[src/rtl/cpu_pkg.sv]
// cpu_pkg: opcodes, ALU codes, immediate-extension selects and the decoded-entry layout
package cpu_pkg;
    localparam logic [6:0] OP_RTYPE  = 7'h00;
    localparam logic [6:0] OP_SHIFTI = 7'h01;
    localparam logic [6:0] OP_ADDI   = 7'h08;
    localparam logic [6:0] OP_ORI    = 7'h0C;
    localparam logic [6:0] OP_XORI   = 7'h0D;
    localparam logic [6:0] OP_ANDI   = 7'h0E;
    localparam logic [6:0] OP_MOVI   = 7'h20;

    localparam logic [3:0] ALU_ADD   = 4'h0;
    localparam logic [3:0] ALU_AND   = 4'h2;
    localparam logic [3:0] ALU_OR    = 4'h3;
    localparam logic [3:0] ALU_XOR   = 4'h4;
    localparam logic [3:0] ALU_PASSB = 4'hF;

    typedef enum logic [1:0] {IMM_5 = 2'd0, IMM_15 = 2'd1, IMM_20 = 2'd2} ext_sel_t;

    typedef struct packed {
        logic [31:0] pc;
        logic [4:0]  rd;
        logic [4:0]  rs;
        logic [4:0]  rt;
        logic [3:0]  alu_op;
        logic        use_imm;
        logic        sign_ena;
        ext_sel_t    ext_sel;
        logic [19:0] imm_field;
        logic        illegal;
    } decoded_t;
endpackage

[src/rtl/id_decode_stage_if.sv]
// id_decode_stage_if: fetch-side and execute-side handshake of the decode stage
interface id_decode_stage_if;
    import cpu_pkg::*;
    logic        in_valid;
    logic        in_ready;
    logic [31:0] in_instr;
    logic [31:0] in_pc;
    logic        flush;
    logic        out_valid;
    logic        out_ready;
    logic [31:0] out_pc;
    logic [4:0]  rd;
    logic [4:0]  rs;
    logic [4:0]  rt;
    logic [3:0]  alu_op;
    logic        use_imm;
    logic        sign_ena;
    ext_sel_t    ext_sel;
    logic [19:0] imm_field;
    logic        illegal;

    modport master (
        output in_valid, in_instr, in_pc, flush, out_ready,
        input  in_ready, out_valid, out_pc, rd, rs, rt, alu_op, use_imm, sign_ena, ext_sel, imm_field, illegal
    );
    modport slave (
        input  in_valid, in_instr, in_pc, flush, out_ready,
        output in_ready, out_valid, out_pc, rd, rs, rt, alu_op, use_imm, sign_ena, ext_sel, imm_field, illegal
    );
endinterface

[src/rtl/id_decoder.sv]
// id_decoder: combinational instruction decode into a decoded_t entry
module id_decoder
    import cpu_pkg::*;
(
    input  logic [31:0] i_instr,
    input  logic [31:0] i_pc,
    output decoded_t    o_dec
);
    logic [6:0] w_op;
    assign w_op = i_instr[31:25];

    always_comb begin
        o_dec           = '0;
        o_dec.pc        = i_pc;
        o_dec.rd        = i_instr[24:20];
        o_dec.rs        = i_instr[19:15];
        o_dec.rt        = i_instr[14:10];
        o_dec.imm_field = i_instr[19:0];
        o_dec.use_imm   = 1'b1;
        case (w_op)
            OP_RTYPE: begin
                o_dec.alu_op  = i_instr[3:0];
                o_dec.use_imm = 1'b0;
            end
            OP_SHIFTI: o_dec.alu_op = i_instr[3:0];
            OP_ADDI: begin
                o_dec.alu_op   = ALU_ADD;
                o_dec.ext_sel  = IMM_15;
                o_dec.sign_ena = 1'b1;
            end
            OP_ORI: begin
                o_dec.alu_op  = ALU_OR;
                o_dec.ext_sel = IMM_15;
            end
            OP_XORI: begin
                o_dec.alu_op  = ALU_XOR;
                o_dec.ext_sel = IMM_15;
            end
            OP_ANDI: begin
                o_dec.alu_op  = ALU_AND;
                o_dec.ext_sel = IMM_15;
            end
            OP_MOVI: begin
                o_dec.alu_op   = ALU_PASSB;
                o_dec.ext_sel  = IMM_20;
                o_dec.sign_ena = 1'b1;
            end
            default: begin
                o_dec.illegal = 1'b1;
                o_dec.use_imm = 1'b0;
                o_dec.ext_sel = IMM_20;
            end
        endcase
    end
endmodule

[src/rtl/id_decode_stage.sv]
// id_decode_stage: decode on accept into a 2-entry skid buffer; in_ready depends only on registered state
module id_decode_stage
    import cpu_pkg::*;
#(
    parameter int DEPTH = 2
) (
    input  logic              clk,
    input  logic              rst_n,
    id_decode_stage_if.slave  bus
);
    typedef enum logic [1:0] {EMPTY, ONE, FULL} state_t;

    state_t   r_state, w_next;
    logic     r_head;
    decoded_t r_entry [DEPTH];
    decoded_t w_dec;
    decoded_t w_head;
    logic     w_accept, w_pop, w_tail;

    id_decoder u_dec (.i_instr(bus.in_instr), .i_pc(bus.in_pc), .o_dec(w_dec));

    assign w_accept = bus.in_valid & (r_state != FULL);
    assign w_pop    = bus.out_ready & (r_state != EMPTY);
    // The free slot sits at head when empty, otherwise just past it.
    assign w_tail   = r_head ^ (r_state != EMPTY);
    assign w_head   = r_entry[r_head];

    always_comb begin
        w_next = r_state;
        if (bus.flush)
            w_next = EMPTY;
        else
            case (r_state)
                EMPTY: w_next = w_accept ? ONE : EMPTY;
                ONE: w_next = (w_accept && !w_pop) ? FULL : (!w_accept && w_pop) ? EMPTY : ONE;
                FULL: w_next = w_pop ? ONE : FULL;
                default: w_next = EMPTY;
            endcase
        bus.in_ready  = r_state != FULL;
        bus.out_valid = r_state != EMPTY;
        bus.out_pc    = w_head.pc;
        bus.rd        = w_head.rd;
        bus.rs        = w_head.rs;
        bus.rt        = w_head.rt;
        bus.alu_op    = w_head.alu_op;
        bus.use_imm   = w_head.use_imm;
        bus.sign_ena  = w_head.sign_ena;
        bus.ext_sel   = w_head.ext_sel;
        bus.imm_field = w_head.imm_field;
        bus.illegal   = w_head.illegal;
    end

    always_ff @(posedge clk or negedge rst_n) begin
        if (!rst_n) begin
            r_state <= EMPTY;
            r_head  <= 1'b0;
            for (int i = 0; i < DEPTH; i++) r_entry[i] <= '0;
        end else begin
            r_state <= w_next;
            if (w_pop) r_head <= ~r_head;
            if (w_accept && !bus.flush) r_entry[w_tail] <= w_dec;
        end
    end
endmodule
[src/flat_wrapper.sv]
// flat-port wrapper written by rule: the top's interface ports become plain ports
module id_decode_stage_flat import cpu_pkg::*;
#(
    parameter int DEPTH = 2
)
  (clk, rst_n, bus_in_valid, bus_in_instr, bus_in_pc, bus_flush, bus_out_ready, bus_in_ready, bus_out_valid, bus_out_pc, bus_rd, bus_rs, bus_rt, bus_alu_op, bus_use_imm, bus_sign_ena, bus_ext_sel, bus_imm_field, bus_illegal);
  id_decode_stage_if bus_i ();
  input  logic clk;
  input  logic rst_n;
  input wire logic [$bits(bus_i.in_valid)-1:0] bus_in_valid;
  input wire logic [$bits(bus_i.in_instr)-1:0] bus_in_instr;
  input wire logic [$bits(bus_i.in_pc)-1:0] bus_in_pc;
  input wire logic [$bits(bus_i.flush)-1:0] bus_flush;
  input wire logic [$bits(bus_i.out_ready)-1:0] bus_out_ready;
  output wire logic [$bits(bus_i.in_ready)-1:0] bus_in_ready;
  output wire logic [$bits(bus_i.out_valid)-1:0] bus_out_valid;
  output wire logic [$bits(bus_i.out_pc)-1:0] bus_out_pc;
  output wire logic [$bits(bus_i.rd)-1:0] bus_rd;
  output wire logic [$bits(bus_i.rs)-1:0] bus_rs;
  output wire logic [$bits(bus_i.rt)-1:0] bus_rt;
  output wire logic [$bits(bus_i.alu_op)-1:0] bus_alu_op;
  output wire logic [$bits(bus_i.use_imm)-1:0] bus_use_imm;
  output wire logic [$bits(bus_i.sign_ena)-1:0] bus_sign_ena;
  output wire logic [$bits(bus_i.ext_sel)-1:0] bus_ext_sel;
  output wire logic [$bits(bus_i.imm_field)-1:0] bus_imm_field;
  output wire logic [$bits(bus_i.illegal)-1:0] bus_illegal;
  assign bus_i.in_valid = bus_in_valid;
  assign bus_i.in_instr = bus_in_instr;
  assign bus_i.in_pc = bus_in_pc;
  assign bus_i.flush = bus_flush;
  assign bus_i.out_ready = bus_out_ready;
  assign bus_in_ready = bus_i.in_ready;
  assign bus_out_valid = bus_i.out_valid;
  assign bus_out_pc = bus_i.out_pc;
  assign bus_rd = bus_i.rd;
  assign bus_rs = bus_i.rs;
  assign bus_rt = bus_i.rt;
  assign bus_alu_op = bus_i.alu_op;
  assign bus_use_imm = bus_i.use_imm;
  assign bus_sign_ena = bus_i.sign_ena;
  assign bus_ext_sel = bus_i.ext_sel;
  assign bus_imm_field = bus_i.imm_field;
  assign bus_illegal = bus_i.illegal;
  id_decode_stage #(.DEPTH(DEPTH)) u_core (.clk(clk), .rst_n(rst_n), .bus(bus_i));
endmodule
[config.mk]
export PLATFORM = sky130hd
export DESIGN_NAME = id_decode_stage_flat
export DESIGN_NICKNAME = d
export VERILOG_FILES = /design/src/rtl/cpu_pkg.sv /design/src/rtl/id_decode_stage_if.sv /design/src/rtl/id_decoder.sv /design/src/rtl/id_decode_stage.sv /design/src/flat_wrapper.sv
export SDC_FILE = /design/constraint.sdc
export NUM_CORES = 1
export LEC_CHECK = 0
export ABC_AREA = 1
export CORE_AREA = 2 2 129 131
export DETAILED_ROUTE_END_ITERATION = 8
export DIE_AREA = 0 0 131 133
export PLACE_DENSITY = 0.66
export SLEW_MARGIN = 10
export SYNTH_ARGS = -nofsm -noshare
export SYNTH_HDL_FRONTEND = slang
export SYNTH_SLANG_ARGS = --single-unit
[constraint.sdc]
create_clock -name clk -period 1.85 [get_ports clk]
set_input_delay 0.37 -clock clk [delete_from_list [all_inputs] [get_ports clk]]
set_output_delay 0.37 -clock clk [all_outputs]
set_load 0.01 [all_outputs]
==> impl_metrics.toml <==
[clock_tree]
cts.sinks = 135
cts-root-buf = "clkbuf_16"
clkTransAtPathRegs_ns = 0.06
cts_buffer_depth = 2
cts_tree = "done"
cts_buffers = 17
insertion_delay_ns = 0.42
cts_htree_levels = 4

[global_routing]
grt_use_total_pct = 19.4
grt.overflow.total = 0
grt_first_pass_wirelength_um = 26200
grt_max_degree = 59
first_global_vias = 5162
antenna_found_initial = 0

[timing]
worstMarginPinSlew_ns = 0.369
finalHoldViolCount = 0
slew_viol_final = 0
period_minus_slack_ns = 1.86
rsz0062_at_grt = "yes"
clock-skew-final_ns = 0.0102
slew_headroom_pct = 75.4
finalSetupViolations = 5
finalWorstSetupSlack_ns = -0.00833
fin_crit_sh_pct = 100
fmax_ghz = 0.538

[layout]
n_antenna_cell = 0
area_delta_synth_final_pct = 41.8
multi_input_area_mm2 = 0.00256
nFillCells = 1540
regArea_mm2 = 0.00338
fin_nets = 1032
drive_gt1_share_pct = 24.0

[critical_path]
max_stage_delay_ns = 0.43
cp-startpoint = "u_core.r_head$_DFFE_PN0P_"
worst-endpoint-required_ns = 1.48
cp_max_fo = 6
crit_path_end_kind = "output pin"
cpMaxStageDelayCell = "dfrtp_2"
cp-start-kind = "flip-flop"
critical_path_class = "flip-flop to output pin"
path_cells = "clkinv_4 -> buf_12 -> buf_12 -> nand2_4 -> nand2_4 -> buf_6"
r2r-start = "u_core.r_state[1]$_DFF_PN0_"
critPathArrivalTime_ns = 1.49

[detailed_routing]
route.met2.wl_um = 8070
vias = 5500
wirelength_um = 16700
met3_length_um = 624
drtIter0Drc = 338
avgViaCountPerCell = 4.60
drcViolationCount = 0
antenna_left = 0
firstDrtPassIters = 5
wl_met1_um = 7840
wl_per_cell_um = 14.0
highest_layer = "met4"

[place]
dp_slack_ns = 0.0321
dpl.hpwl_um = 10200
portBuffers = 146
place.gp.congestion = 0.851

[synthesis]
avgSynthCellArea_um2 = 7.83
synth_area_mm2 = 0.00634
synth_cell_types = 23
postSynthCellCount = 810
seq_area_frac_synth_pct = 53.3
ys_warn_count = 0
synth-seq-cells = 135
syn_nets = 879

[floorplanning]
die_h_um = 133
core_mm2 = 0.0162
fp.dieArea_mm2 = 0.0174
start_util_pct = 39.2
die_w_um = 131
io_pins = 147
placementRows = 47

[status]
violations = "negative setup slack"
status = "finished, violations left"

[worst_hold_path]
hold_class = "input pin to async pin"

[run]
cap_violations = 0

[pwr]
peakVddDrop_mv = 0.813
p_per_area_mw_per_mm2 = 1630
p_total_uw = 14700
total_leakage_power_uw = 0.00478
[stage by stage]
| step | util [%] | instance area (um2) | std cells | hold slack, ns | TNS, ns |
|---|---|---|---|---|---|
| finish | 55.6 | 8990 | 1196 | 0.345 | -0.0226 |
| global placement | 50.0 | 8090 | 1148 | 0.208 | 0 |
| CTS | 54.1 | 8750 | 1200 | 0.337 | -2.67 |
| global route | 55.6 | 8990 | 1196 | 0.349 | -2.34 |
| floorplan | - | 6340 | 810 | 0.0744 | 0 |
| detailed placement | 50.0 | 8090 | 1148 | 0.206 | 0 |
[area by class of cell]
type,instances,area share [%]
multi-input cells,550,28.5
repair buffers,185,20.2
inverters,74,3.20
flip-flops and latches,135,37.6
clock inverters,12,2.20
clock buffers,20,5.19
well taps,220,3.06
[flip-flops by register name (all words and copies together), names as in the netlist]
register and flops:
u_core.r_head 1, u_core.r_state 2, u_core.r_entry 132
[repair_timing]
action | in CTS | in global routing
buffers inserted | 12 | 0
gates resized for setup | 325 | 93
pin swaps | 2 | 14
hold endpoints to repair | 12 | 0
endpoints found under the setup margin | 78 | 147
gates cloned | 7 | 3
hold buffers | 1 | 0
[synth_stat cells]
library cell    n  share of area, %
xor2_2          1              0.26
nor2_1         24               1.4
inv_1          69               4.1
buf_6          15               2.7
nand3_1         7              0.55
o21ai_1        94               7.4
xor2_1          1              0.14
dfrtp_1       135                53
nand2_2         4              0.39
and3_1          1             0.099
buf_4          10               1.2
buf_1           3              0.18
clkbuf_1       21               1.2
inv_4           1             0.099
nor2_2          1             0.099
o21ai_0        12              0.95
a21oi_1         3              0.24
nor2_4          3              0.53
o21ai_2        14               1.9
or2_2           1             0.099
nand2_1       384                23
buf_2           2              0.16
inv_2           4              0.24
[power by group]
part	internal (uW)	total, uW	switching [uW]
registers	4250	5070	822
clock network	2490	3750	1260
logic	2750	5840	3090
total	9500	14700	5160
[metal layers]
metal  vias to the layer above  global-route usage (%)
li1                       2790                       -
met1                      2572                    27.5
met2                       126                    29.9
met3                        12                    3.76
met4                         0                    6.15
met5                         -                       0
[logic make-up (layout without fill, tap and decap cells)]
group,Yosys count,after routing,synth area share (%)
AND/OR/NAND/NOR,425,425,25.9
flip-flops,135,135,53.3
buffers and inverters,125,291,9.85
AO/OA/AOI/OAI,123,123,10.5
XOR/XNOR,2,2,0.395
[layout by cell type, fill, tap and decap left out, types with 16 or more instances in the layout]
| master | count |
|---|---|
| buf_12 | 16 |
| buf_2 | 59 |
| buf_6 | 23 |
| clkbuf_16 | 20 |
| clkdlybuf4s50_1 | 67 |
| dfrtp_1 | 134 |
| inv_1 | 69 |
| nand2_1 | 327 |
| nand2_2 | 44 |
| nand2_4 | 17 |
| nor2_1 | 24 |
| o21ai_1 | 95 |
[worst max-delay path: cells and delay by family (launching register included)]
| kind | cells | cell delay, ns |
|---|---|---|
| buffers and inverters | 4 | 0.53 |
| flip-flops | 1 | 0.43 |
| AND/OR/NAND/NOR | 2 | 0.11 |
[final timing paths]
path / to / slack (ns) / depth (start not counted)
min in group clk: u_core.r_entry[23]$_DFFE_PN0P_ / 0.47 / 2
min reg2reg: u_core.r_entry[23]$_DFFE_PN0P_ / 0.47 / 2
max: bus_rs[4] / -0.008 / 6
min: u_core.r_entry[133]$_DFFE_PN0P_ / 0.35 / 2
max reg2reg: u_core.r_entry[72]$_DFFE_PN0P_ / 0.14 / 9
max in group asynchronous: u_core.r_entry[7]$_DFFE_PN0P_ / 0.90 / 3
Note: power is estimated with default switching activity, not from simulation.
